==> config.mk <==
export PLATFORM = sky130hd
export DESIGN_NAME = led_pattern_sequencer
export DESIGN_NICKNAME = d
export VERILOG_FILES = /design/src/rtl/led_seq_pkg.sv /design/src/rtl/tick_gen.sv /design/src/rtl/led_pattern_sequencer.sv
export SDC_FILE = /design/constraint.sdc
export NUM_CORES = 1
export LEC_CHECK = 0
export BUFFER_PORTS_ARGS = -buffer_cell sky130_fd_sc_hd__buf_2
export CORE_MARGIN = 2
export CORE_UTILIZATION = 55
export CTS_BUF_LIST = sky130_fd_sc_hd__clkbuf_4 sky130_fd_sc_hd__clkbuf_8
export DETAILED_ROUTE_END_ITERATION = 6
export PLACE_DENSITY = 0.83
export SYNTH_ARGS = -nofsm -noshare
export SYNTH_HDL_FRONTEND = slang
export SYNTH_SLANG_ARGS = --single-unit
export TNS_END_PERCENT = 10
==> constraint.sdc <==
create_clock -name i_Clk -period 4.89 [get_ports i_Clk]
set_clock_uncertainty 0.15 [all_clocks]
set_input_delay 0.978 -clock i_Clk [delete_from_list [all_inputs] [get_ports i_Clk]]
set_output_delay 0.978 -clock i_Clk [all_outputs]
set_load 0.05 [all_outputs]
==> src/rtl/led_seq_pkg.sv <==
// Shared types and constants for the LED pattern sequencer.
package led_seq_pkg;

  localparam int unsigned LED_N = 4;

  typedef enum logic [1:0] {
    MODE_OFF    = 2'd0,
    MODE_BLINK  = 2'd1,
    MODE_CHASE  = 2'd2,
    MODE_BOUNCE = 2'd3
  } mode_t;

  typedef enum logic {
    DIR_UP   = 1'b0,
    DIR_DOWN = 1'b1
  } dir_t;

  localparam logic [LED_N-1:0] PAT_OFF    = 4'b0000;
  localparam logic [LED_N-1:0] PAT_BLINK  = 4'b1111;
  localparam logic [LED_N-1:0] PAT_CHASE  = 4'b0001;
  localparam logic [LED_N-1:0] PAT_BOUNCE = 4'b0001;

  function automatic mode_t next_mode(input mode_t m);
    return mode_t'(2'(m + 2'd1));
  endfunction

  function automatic logic [LED_N-1:0] init_pattern(input mode_t m);
    case (m)
      MODE_OFF:    return PAT_OFF;
      MODE_BLINK:  return PAT_BLINK;
      MODE_CHASE:  return PAT_CHASE;
      MODE_BOUNCE: return PAT_BOUNCE;
      default:     return PAT_OFF;
    endcase
  endfunction

endpackage

==> src/rtl/tick_gen.sv <==
// Free-running step counter: pulses tick when the count reaches TICK_CYCLES-1.
module tick_gen #(
  parameter int unsigned TICK_CYCLES = 1000000
) (
  input  logic clk,
  input  logic rst,
  input  logic clear,
  input  logic hold,
  output logic tick
);

  localparam int unsigned W = $clog2(TICK_CYCLES);
  localparam logic [W-1:0] LAST = W'(TICK_CYCLES - 1);

  logic [W-1:0] cnt;

  assign tick = !hold && (cnt == LAST);

  // clear outranks hold so a press during pause still restarts the period
  always_ff @(posedge clk) begin
    if (rst || clear) begin
      cnt <= '0;
    end else if (!hold) begin
      if (cnt == LAST) cnt <= '0;
      else             cnt <= cnt + 1'b1;
    end
  end

endmodule

==> src/rtl/led_pattern_sequencer.sv <==
// Mode-selectable 4-LED pattern sequencer; optional pause input under LED_SEQ_PAUSE_EN.
module led_pattern_sequencer
  import led_seq_pkg::*;
#(
  parameter int unsigned TICK_CYCLES = 1000000
) (
  input  logic             i_Clk,
  input  logic             i_Rst,
  input  logic             i_Press,
`ifdef LED_SEQ_PAUSE_EN
  input  logic             i_Pause,
`endif
  output logic [LED_N-1:0] o_LED,
  output logic [1:0]       o_Mode,
  output logic             o_Tick
);

  logic             press_r;
  logic             press;
  logic             hold;
  logic             step;
  mode_t            mode, mode_next;
  dir_t             dir, dir_next;
  logic [LED_N-1:0] led, led_next;
  logic             tick_next;

  assign press = i_Press && !press_r;

`ifdef LED_SEQ_PAUSE_EN
  assign hold = i_Pause;
`else
  assign hold = 1'b0;
`endif

  tick_gen #(.TICK_CYCLES(TICK_CYCLES)) u_tick_gen (
    .clk   (i_Clk),
    .rst   (i_Rst),
    .clear (press),
    .hold  (hold),
    .tick  (step)
  );

  always_comb begin
    mode_next = mode;
    led_next  = led;
    dir_next  = dir;
    tick_next = 1'b0;
    if (press) begin
      mode_next = next_mode(mode);
      led_next  = init_pattern(mode_next);
      dir_next  = DIR_UP;
    end else if (step) begin
      tick_next = 1'b1;
      case (mode)
        MODE_OFF:   led_next = '0;
        MODE_BLINK: led_next = ~led;
        MODE_CHASE: led_next = {led[LED_N-2:0], led[LED_N-1]};
        MODE_BOUNCE: begin
          if (dir == DIR_UP) begin
            led_next = {led[LED_N-2:0], 1'b0};
            if (led_next[LED_N-1]) dir_next = DIR_DOWN;
          end else begin
            led_next = {1'b0, led[LED_N-1:1]};
            if (led_next[0]) dir_next = DIR_UP;
          end
        end
        default: led_next = '0;
      endcase
    end
  end

  always_ff @(posedge i_Clk) begin
    press_r <= i_Press;
    if (i_Rst) begin
      mode   <= MODE_OFF;
      led    <= '0;
      dir    <= DIR_UP;
      o_Tick <= 1'b0;
    end else begin
      mode   <= mode_next;
      led    <= led_next;
      dir    <= dir_next;
      o_Tick <= tick_next;
    end
  end

  assign o_LED  = led;
  assign o_Mode = mode;

endmodule

# Yosys cells after proc, flatten, opt, wreduce, memory -nomap -nowiden
# Index checks and enable logic that the tools add are counted.
# totals
regBits	29
latch_bits	0
mem_bits_rw	0
mem_bits_ro	0
inputBits	3
output_inout_bits	7
word_cells	35
n_memories	0
# classes
add_sub_neg	2
n_mul	0
n_div	0
magnitude_cmp	0
n_eq_ne	7
n_shift	0
mux	9
bitwise	1
reduce_logical	10
# ops
cell	count
adder 20 x 1 -> 20 bit (second input constant)	1
== test 20 bit (second input constant)	1
case mux 4 bit (4 select lines)	1
2-to-1 mux 4 bit	3
case mux 4 bit (3 select lines)	1
== test 2 bit (second input constant)	4
OR reduction 2 bit	3
== test 2 x 1 -> 1 bit (second input constant)	2
logical NOT 2 bit	2
2-to-1 mux 1 bit	4
NOT 4 bit	1
adder 2 x 1 -> 2 bit (second input constant)	1
AND reduction 2 bit	1
nonzero test 2 bit	1
logical AND 1 bit	1
logical NOT 1 bit	1
logical OR 1 bit	1

# Depth between registers and ports, before layout
# Gate-level depths: netlist of run 1.
# logic_depth
depth_word	5
mapped_depth	7
mapped_depth_nobuf	5

# By module
# A second synthesis of run 1 with hierarchy kept.
# unflattened
cells_unflattened	162
hier_area_um2	1422.6
# modules_own_cells
mod	n_inst	cells_each	area_per_inst_um2	seq_area_each_um2
tick_gen	1	109	944.7	400.4
led_pattern_sequencer	1	53	478.0	180.2

# Worst setup path after synthesis of run 1
# No wires, ideal clock.
# synth_path
path_kind	input -> register
from	input port i_Press
to	register led[0], in the netlist o_LED[0]
setup_time_ns	0.080
arrival_time_ns	1.843
required_ns	4.660
slack_ns	2.817
path_stages	4
path_buffers	0
cell_sequence	nor2b_1 nor2_1 nand4b_1 o211ai_1
# synth_between
elab_chain_cells	2
word_cells_on_any_way	3
cone_classes	mux: 1; reduce/logical: 2
# synth_lines
element	line	rtl
start, declared	led_pattern_sequencer.sv:9	input logic i_Press,
logical AND 1 bit *	led_pattern_sequencer.sv:27	assign press = i_Press && !press_r;
2-to-1 mux 4 bit / nonzero test 2 bit (equally long branches)	--	
end signal, assigned	led_pattern_sequencer.sv:81	led <= led_next;
end, declared	led_pattern_sequencer.sv:24	logic [LED_N-1:0] led, led_next;
# Mark *: on every way between the ends. The rest lies on a longest branch, timed or not.
# A chain may end at the register's enable or synchronous reset.

# Worst setup path after layout of run 1
# layout_path
from	register u_tick_gen.cnt[13]
to	register u_tick_gen.cnt[8]
# layout_between
elab_chain_cells	2
# layout_lines
element	line	rtl
start, declared	tick_gen.sv:15	logic [W-1:0] cnt;
start signal, assigned	tick_gen.sv:25	else cnt <= cnt + 1'b1;
== test 20 bit	tick_gen.sv:24	if (cnt == LAST) cnt <= '0;
OR reduction 2 bit (no source line)	--	
# No other way between the ends.

==> results_dict.tcl, run 1 <==
set metrics [dict create \
    drv_slew 0 \
    drtPass1Iterations 4 \
    antenna_found_initial 0 \
    timing.final.ws_setup_ps 2410 \
    setup_viol 0 \
    cts_sinks 29 \
    wl_per_cell_microns 13.3 \
    n_antenna_cell 0 \
    syn_area_sq_um 1410 \
    overflow 0 \
    clk_pin_slew_ps 90 \
    min_period_ps 2480 \
    path_class "reg2reg" \
    tns_ps 0 \
    hold_violations 0 \
    cts_tree "yes" \
    initialDrtViolationCount 28 \
    cp-start-kind "register" \
    dieArea_sq_um 2980 \
    core_sq_um 2450 \
    portBuffers 9 \
    numCtsBuffers 5 \
    die_x_microns 54.6 \
    post_cts_buffers 0 \
    syn-instance-count 157 \
    detail-route-antenna-nets 0 \
    grt_pass1_vias 1041 \
    io_pins 10 \
    start_util_pct 57.3 \
    postCtsHoldBufs 0 \
    h-tree-depth 2 \
    via_per_inst 5.98 \
    cts_root_buffer "clkbuf_4" \
    arrival_ps 2510 \
    die_h_microns 54.6 \
    timing.fmax_ghz 0.403 \
    p_leak_uw 0.000536 \
    place_congestion 0.829 \
    synth_area_per_cell_sq_um 8.97 \
    crit_fanout 20 \
    area_growth_pct 7.82 \
    worstSkewPairLatency_ps 330 \
    ys_ff_latch 29 \
    grt_pass1_wl_mm 4.38 \
    cp-end-kind "register" \
    max_slew_margin_pct 46.9 \
    drc 0 \
    fin_crit_sh_pct 50.8 \
    place_hpwl_mm 1.93 \
    clk_path_buf_depth 2 \
    rows 18 \
    fin_nets 178 \
    power_density_nw_per_um2 289 \
    worstPathRequired_ps 4920 \
    yosys.cell_types.count 32 \
    peakVddDrop_uv 267 \
    wl_mm 2.65 \
    grt.total_usage_pct 21.1 \
    rsz0062_at_grt "no" \
    postCtsResizedCells 0 \
    num_vias 1195 \
    dpl_worst_slack_ps 2420 \
    drive_gt1_share_pct 12.4 \
    fillCellCount 214 \
    syn_nets 166 \
    maxCapViolCount 0 \
    hp-class "reg2reg" \
    outcome "complete, no violations" \
    yosys_warnings 0 \
    grt_start_max_net_pins 21 \
    worstMarginPinSlew_ps 796 \
    yosysSeqAreaShare_pct 41.2 \
]
path summary, 6_finish.rpt:
| path | from | endpoint | slack (ps) | depth (start not counted) |
|---|---|---|---|---|
| worst min register to register | u_tick_gen.cnt[18] | u_tick_gen.cnt[18] | 340 | 2 |
| worst min-delay path | u_tick_gen.cnt[18] | u_tick_gen.cnt[18] | 340 | 2 |
| worst max register to register | u_tick_gen.cnt[13] | u_tick_gen.cnt[8] | 2410 | 4 |
| worst max-delay path | u_tick_gen.cnt[13] | u_tick_gen.cnt[8] | 2410 | 4 |
metal layers:
layer	GRT usage, %	vias up	share of wire, %
li1	-	599	-
met1	24.8	557	46
met2	33.5	29	47
met3	6.28	10	4.3
met4	12.5	0	2.7
met5	0	-	0
through the flow:
step,cells,hold slack [ps],util [%],cell area [sq um],total power [uW]
finish,200,339,61.8,1520,438
global route,200,374,61.8,1520,458
CTS,200,338,61.8,1520,443
detailed placement,192,325,59.4,1460,294
global placement,192,307,59.4,1460,292
floorplan,157,288,-,1410,286
flip-flops by register name (all words and copies together) (netlist names):
signal and flops:
dir 1, o_LED 4, o_Mode 2, o_Tick 1
press_r 1, u_tick_gen.cnt 20
kinds of logic (layout without fill, tap and decap cells):
logic type      Yosys count  in the layout  share of synthesized area [%]
simple gates             70             70                           27.4
flops                    29             29                           41.2
xor+xnor                 13             13                           8.09
compound gates           28             28                           13.8
fa+ha+maj                 6              6                           5.33
buf+inv                  11             24                           4.18
synth_stat cells:
master | count | area [sq um]
xnor2_1 | 4 | 35.0
o211ai_1 | 8 | 60.1
nand2_1 | 9 | 33.8
a21oi_1 | 8 | 40.0
or3_1 | 2 | 12.5
and2_1 | 3 | 18.8
o21ai_2 | 1 | 8.76
buf_6 | 2 | 22.5
or2_2 | 1 | 6.26
a222oi_1 | 3 | 30.0
nor2b_1 | 3 | 18.8
a21boi_0 | 1 | 7.51
ha_1 | 6 | 75.1
or3b_1 | 1 | 8.76
nor4_1 | 2 | 12.5
and3_1 | 4 | 25.0
nand4_1 | 5 | 31.3
xor2_1 | 9 | 78.8
and2_2 | 1 | 7.51
nand4b_1 | 1 | 8.76
inv_1 | 7 | 26.3
nor2_1 | 18 | 67.6
nand3_1 | 9 | 45.0
nor4b_1 | 3 | 26.3
o31ai_1 | 5 | 37.5
and4_1 | 1 | 8.76
or3b_2 | 1 | 8.76
or4_1 | 5 | 37.5
o21ai_0 | 2 | 10.0
nand3b_1 | 1 | 7.51
buf_2 | 2 | 10.0
dfxtp_1 | 29 | 581
cell usage in the layout, fill, tap and decap left out:
cell and instances:
dfxtp_1 29, nor2_1 18, nand3_1 9, nand2_1 9
xor2_1 9, buf_2 9, a21oi_1 8, o211ai_1 8
clkbuf_4 8, inv_1 7, ha_1 6, or4_1 5
o31ai_1 5, nand4_1 5, and3_1 4, xnor2_1 4
nor2b_1 3, nor4b_1 3, and2_1 3, a222oi_1 3
nor4_1 2, o21ai_0 2, or3_1 2, or3b_1 1
a21boi_0 1, or2_2 1, nand4b_1 1, nand3b_1 1
and4_1 1, and2_2 1, o21ai_2 1, or3b_2 1
layout make-up:
type | instances | area, sq um | area share [%]
inverter | 7 | 26.3 | 1.73
tap | 30 | 37.5 | 2.47
clock buffer | 8 | 60.1 | 3.96
multi-input combinational | 117 | 768 | 50.6
timing repair buffer | 9 | 45.0 | 2.97
sequential | 29 | 581 | 38.3
power by group:
group / switching [uW] / internal, uW / total [uW]
Clock: 76.1 / 73.8 / 150
Combinational: 27.2 / 12.7 / 39.9
Sequential: 6.79 / 242 / 248
Total: 110 / 328 / 438
worst max-delay path: stages (launching register included):
cell and delay, ps:
dfxtp_1 350, or3b_1 390, or4_1 620, o21ai_2 690
nor2_1 120
Power figures use the tool's default switching activity.
==> inputs of run 2 (changes only) <==
- ABC_AREA: not set -> 1
- PLACE_DENSITY: 0.83 -> 0.85
- clock period: 4.89 -> 2.04 ns (I/O delays scaled with it)
==> run 2 against run 1 <==
Effect of this change:
- sequential power increased by 140%
- synthesized area increased by 28%
- via count increased by 38%
- global-route usage increased by 2.2 points
- power increased by 140%
- utilization increased by 0.49 points
- critical path depth increased by 2
- final area increased by 26%
- routed wire length increased by 42%
- clock-buffer cell count decreased by 1
- critical endpoint is now u_tick_gen.cnt[3]
- largest cell class unchanged
==> results_dict.tcl, run 2 <==
set metrics [dict create \
    regMostFlops "u_tick_gen.cnt" \
    grt_pass1_wl_mm 6.30 \
    p_leak_uw 0.000690 \
    hp-class "in2reg" \
    worstHoldPathCells 1 \
    arrival_ps 1770 \
    timing.final.ws_setup_ps 326 \
    clk_path_buf_depth 2 \
    synth_area_leader_cell "dfxtp_1" \
    grt_pass1_vias 1417 \
    initialDrtViolationCount 151 \
    cts_tree "yes" \
    core_sq_um 3080 \
    maxCapViolCount 0 \
    path_class "reg2reg" \
    synth_top_area_share_pct 32.2 \
    outcome "complete, no violations" \
    power_density_nw_per_um2 547 \
    via_per_inst 5.16 \
    intPower_uw 778 \
    layout_common_cells "72 x nand2_1, 38 x nor2_1, 29 x dfxtp_1" \
    pwr-share-comb_pct 9.1 \
    drive_gt1_share_pct 19.9 \
    min_period_ps 1710 \
    portBuffers 9 \
    yosys-top-cells-area "dfxtp_1 32%, nand2_1 15%, nor2_1 7.9%, inv_1 5.8%, nand3_1 5.0%" \
    drc 0 \
    rsz0062_at_grt "no" \
    peakVddDrop_uv 374 \
    fin_crit_sh_pct 84.0 \
    cp-start-kind "register" \
    tns_ps 0 \
    yosys_warnings 0 \
    clkPwrFrac_pct 34.9 \
    grt_start_max_net_pins 21 \
    rows 20 \
    dieArea_sq_um 3760 \
    synth_area_per_cell_sq_um 6.81 \
    overflow 0 \
    syn-instance-count 265 \
    clk_pin_slew_ps 80 \
    dpl_worst_slack_ps 302 \
    postCtsResizedCells 0 \
    seq_power_share_pct 55.9 \
    p_sw_uw 271 \
    syn_nets 274 \
    postCtsHoldBufs 0 \
    worstSkewPairLatency_ps 330 \
    synth_edf_count 0 \
    layout_commonest_cell "nand2_1" \
    ys_ff_latch 29 \
    fillCellCount 294 \
    synthFlopType "dfxtp_1" \
    largest_reg_flops 20 \
    hold_violations 0 \
    start_util_pct 58.7 \
    crit_fanout 20 \
    die_h_microns 61.3 \
    syn_area_sq_um 1810 \
    detail-route-antenna-nets 0 \
    total_power_uw 1050 \
    worstPathRequired_ps 2100 \
    antenna_found_initial 0 \
    fin_nets 285 \
    swShare_pct 25.8 \
    cts_root_buffer "clkbuf_4" \
    worstMarginPinSlew_ps 453 \
    yosysMostFrequentCell "nand2_1" \
    place_congestion 0.863 \
    wl_per_cell_microns 11.8 \
    cts_sinks 29 \
    drv_slew 0 \
    max_slew_margin_pct 69.7 \
    yosys.cell_types.count 25 \
    yosysSeqAreaShare_pct 32.2 \
    cp-end-kind "register" \
    timing.fmax_ghz 0.583 \
    async_flop_share_pct 0 \
    area_growth_pct 6.24 \
    die_x_microns 61.3 \
    post_cts_buffers 0 \
    setup_viol 0 \
    wl_mm 3.76 \
    h-tree-depth 2 \
    reg2regPathDepth 6 \
    io_pins 10 \
    place_hpwl_mm 2.88 \
    synthTopCellsByCount "72 x nand2_1, 38 x nor2_1, 29 x dfxtp_1" \
    num_vias 1651 \
    drtPass1Iterations 4 \
    grt.total_usage_pct 23.2 \
    numCtsBuffers 5 \
    n_antenna_cell 0 \
]
run 2: changes by cell type in the layout (fill, tap and decap cells not counted), sizes merged, moves of 5 or more:
cell,before,now
inv,7,30
or4,5,0
a21oi,8,18
nand2,9,79
o211ai,8,0
o31ai,5,0
nand3,9,21
nor2,18,54
run 2: power groups by stage:
| stage | combinational, uW | sequential, uW | clock [uW] |
|---|---|---|---|
| 2_1_floorplan | 64.5 | 617 | 0 |
| 3_3_place_gp | 93.8 | 599 | 0 |
| 6_report | 95.7 | 587 | 366 |
| 5_1_grt | 108 | 588 | 407 |
| 3_5_place_dp | 95.6 | 600 | 0 |
| 4_1_cts | 95.8 | 587 | 373 |
run 2: kinds of logic (layout without fill, tap and decap cells):
family	Yosys count	after routing	synth area share, %
fa+ha+maj	6	6	4.16
xor+xnor	7	7	3.40
buf+inv	35	46	8.80
simple gates	163	163	42.7
flops	29	29	32.2
compound gates	25	25	8.80
run 2: area by class of cell:
cell class                      instances  area, sq um  area share [%]
Sequential cell                        29          581            30.3
Multi-Input combinational cell        201         1070            55.6
Inverter                               30          113            5.87
Clock buffer                            7         58.8            3.07
Tap cell                               44         55.1            2.87
Timing Repair Buffer                    9         45.0            2.35
run 2: critical path: stages, from the launching register on:
cell and delay (ps):
dfxtp_1 410, ha_1 240, nand3_1 130, nor2_2 180, nand3_4 140, nand3_4 270, nor2_1 80
run 2: final timing paths:
| kind | endpoint | from | slack [ps] |
|---|---|---|---|
| setup / recovery | u_tick_gen.cnt[3] | u_tick_gen.cnt[0] | 330 |
| hold / removal | press_r | i_Press | 40 |
| setup reg to reg | u_tick_gen.cnt[3] | u_tick_gen.cnt[0] | 330 |
| hold reg to reg | u_tick_gen.cnt[0] | u_tick_gen.cnt[0] | 340 |
run 2: layer usage:
metal	GRT usage (%)	wire length, microns	share of wire [%]	up-vias
met2	35.1	1770	47	38
met1	31.5	1740	46	755
li1	-	-	-	851
met3	5.67	196	5.2	7
met5	0	0	0	-
met4	10.2	63	1.7	0
run 2: per-stage QoR:
stage | hold slack (ps) | utilization [%] | cell area [sq um] | std cells
2_1_floorplan | 286 | - | 1810 | 265
3_3_place_gp | 318 | 60.4 | 1860 | 313
3_5_place_dp | 325 | 60.4 | 1860 | 313
6_report | 44.0 | 62.3 | 1920 | 320
5_1_grt | 19.0 | 62.3 | 1920 | 320
4_1_cts | 32.1 | 62.3 | 1920 | 320
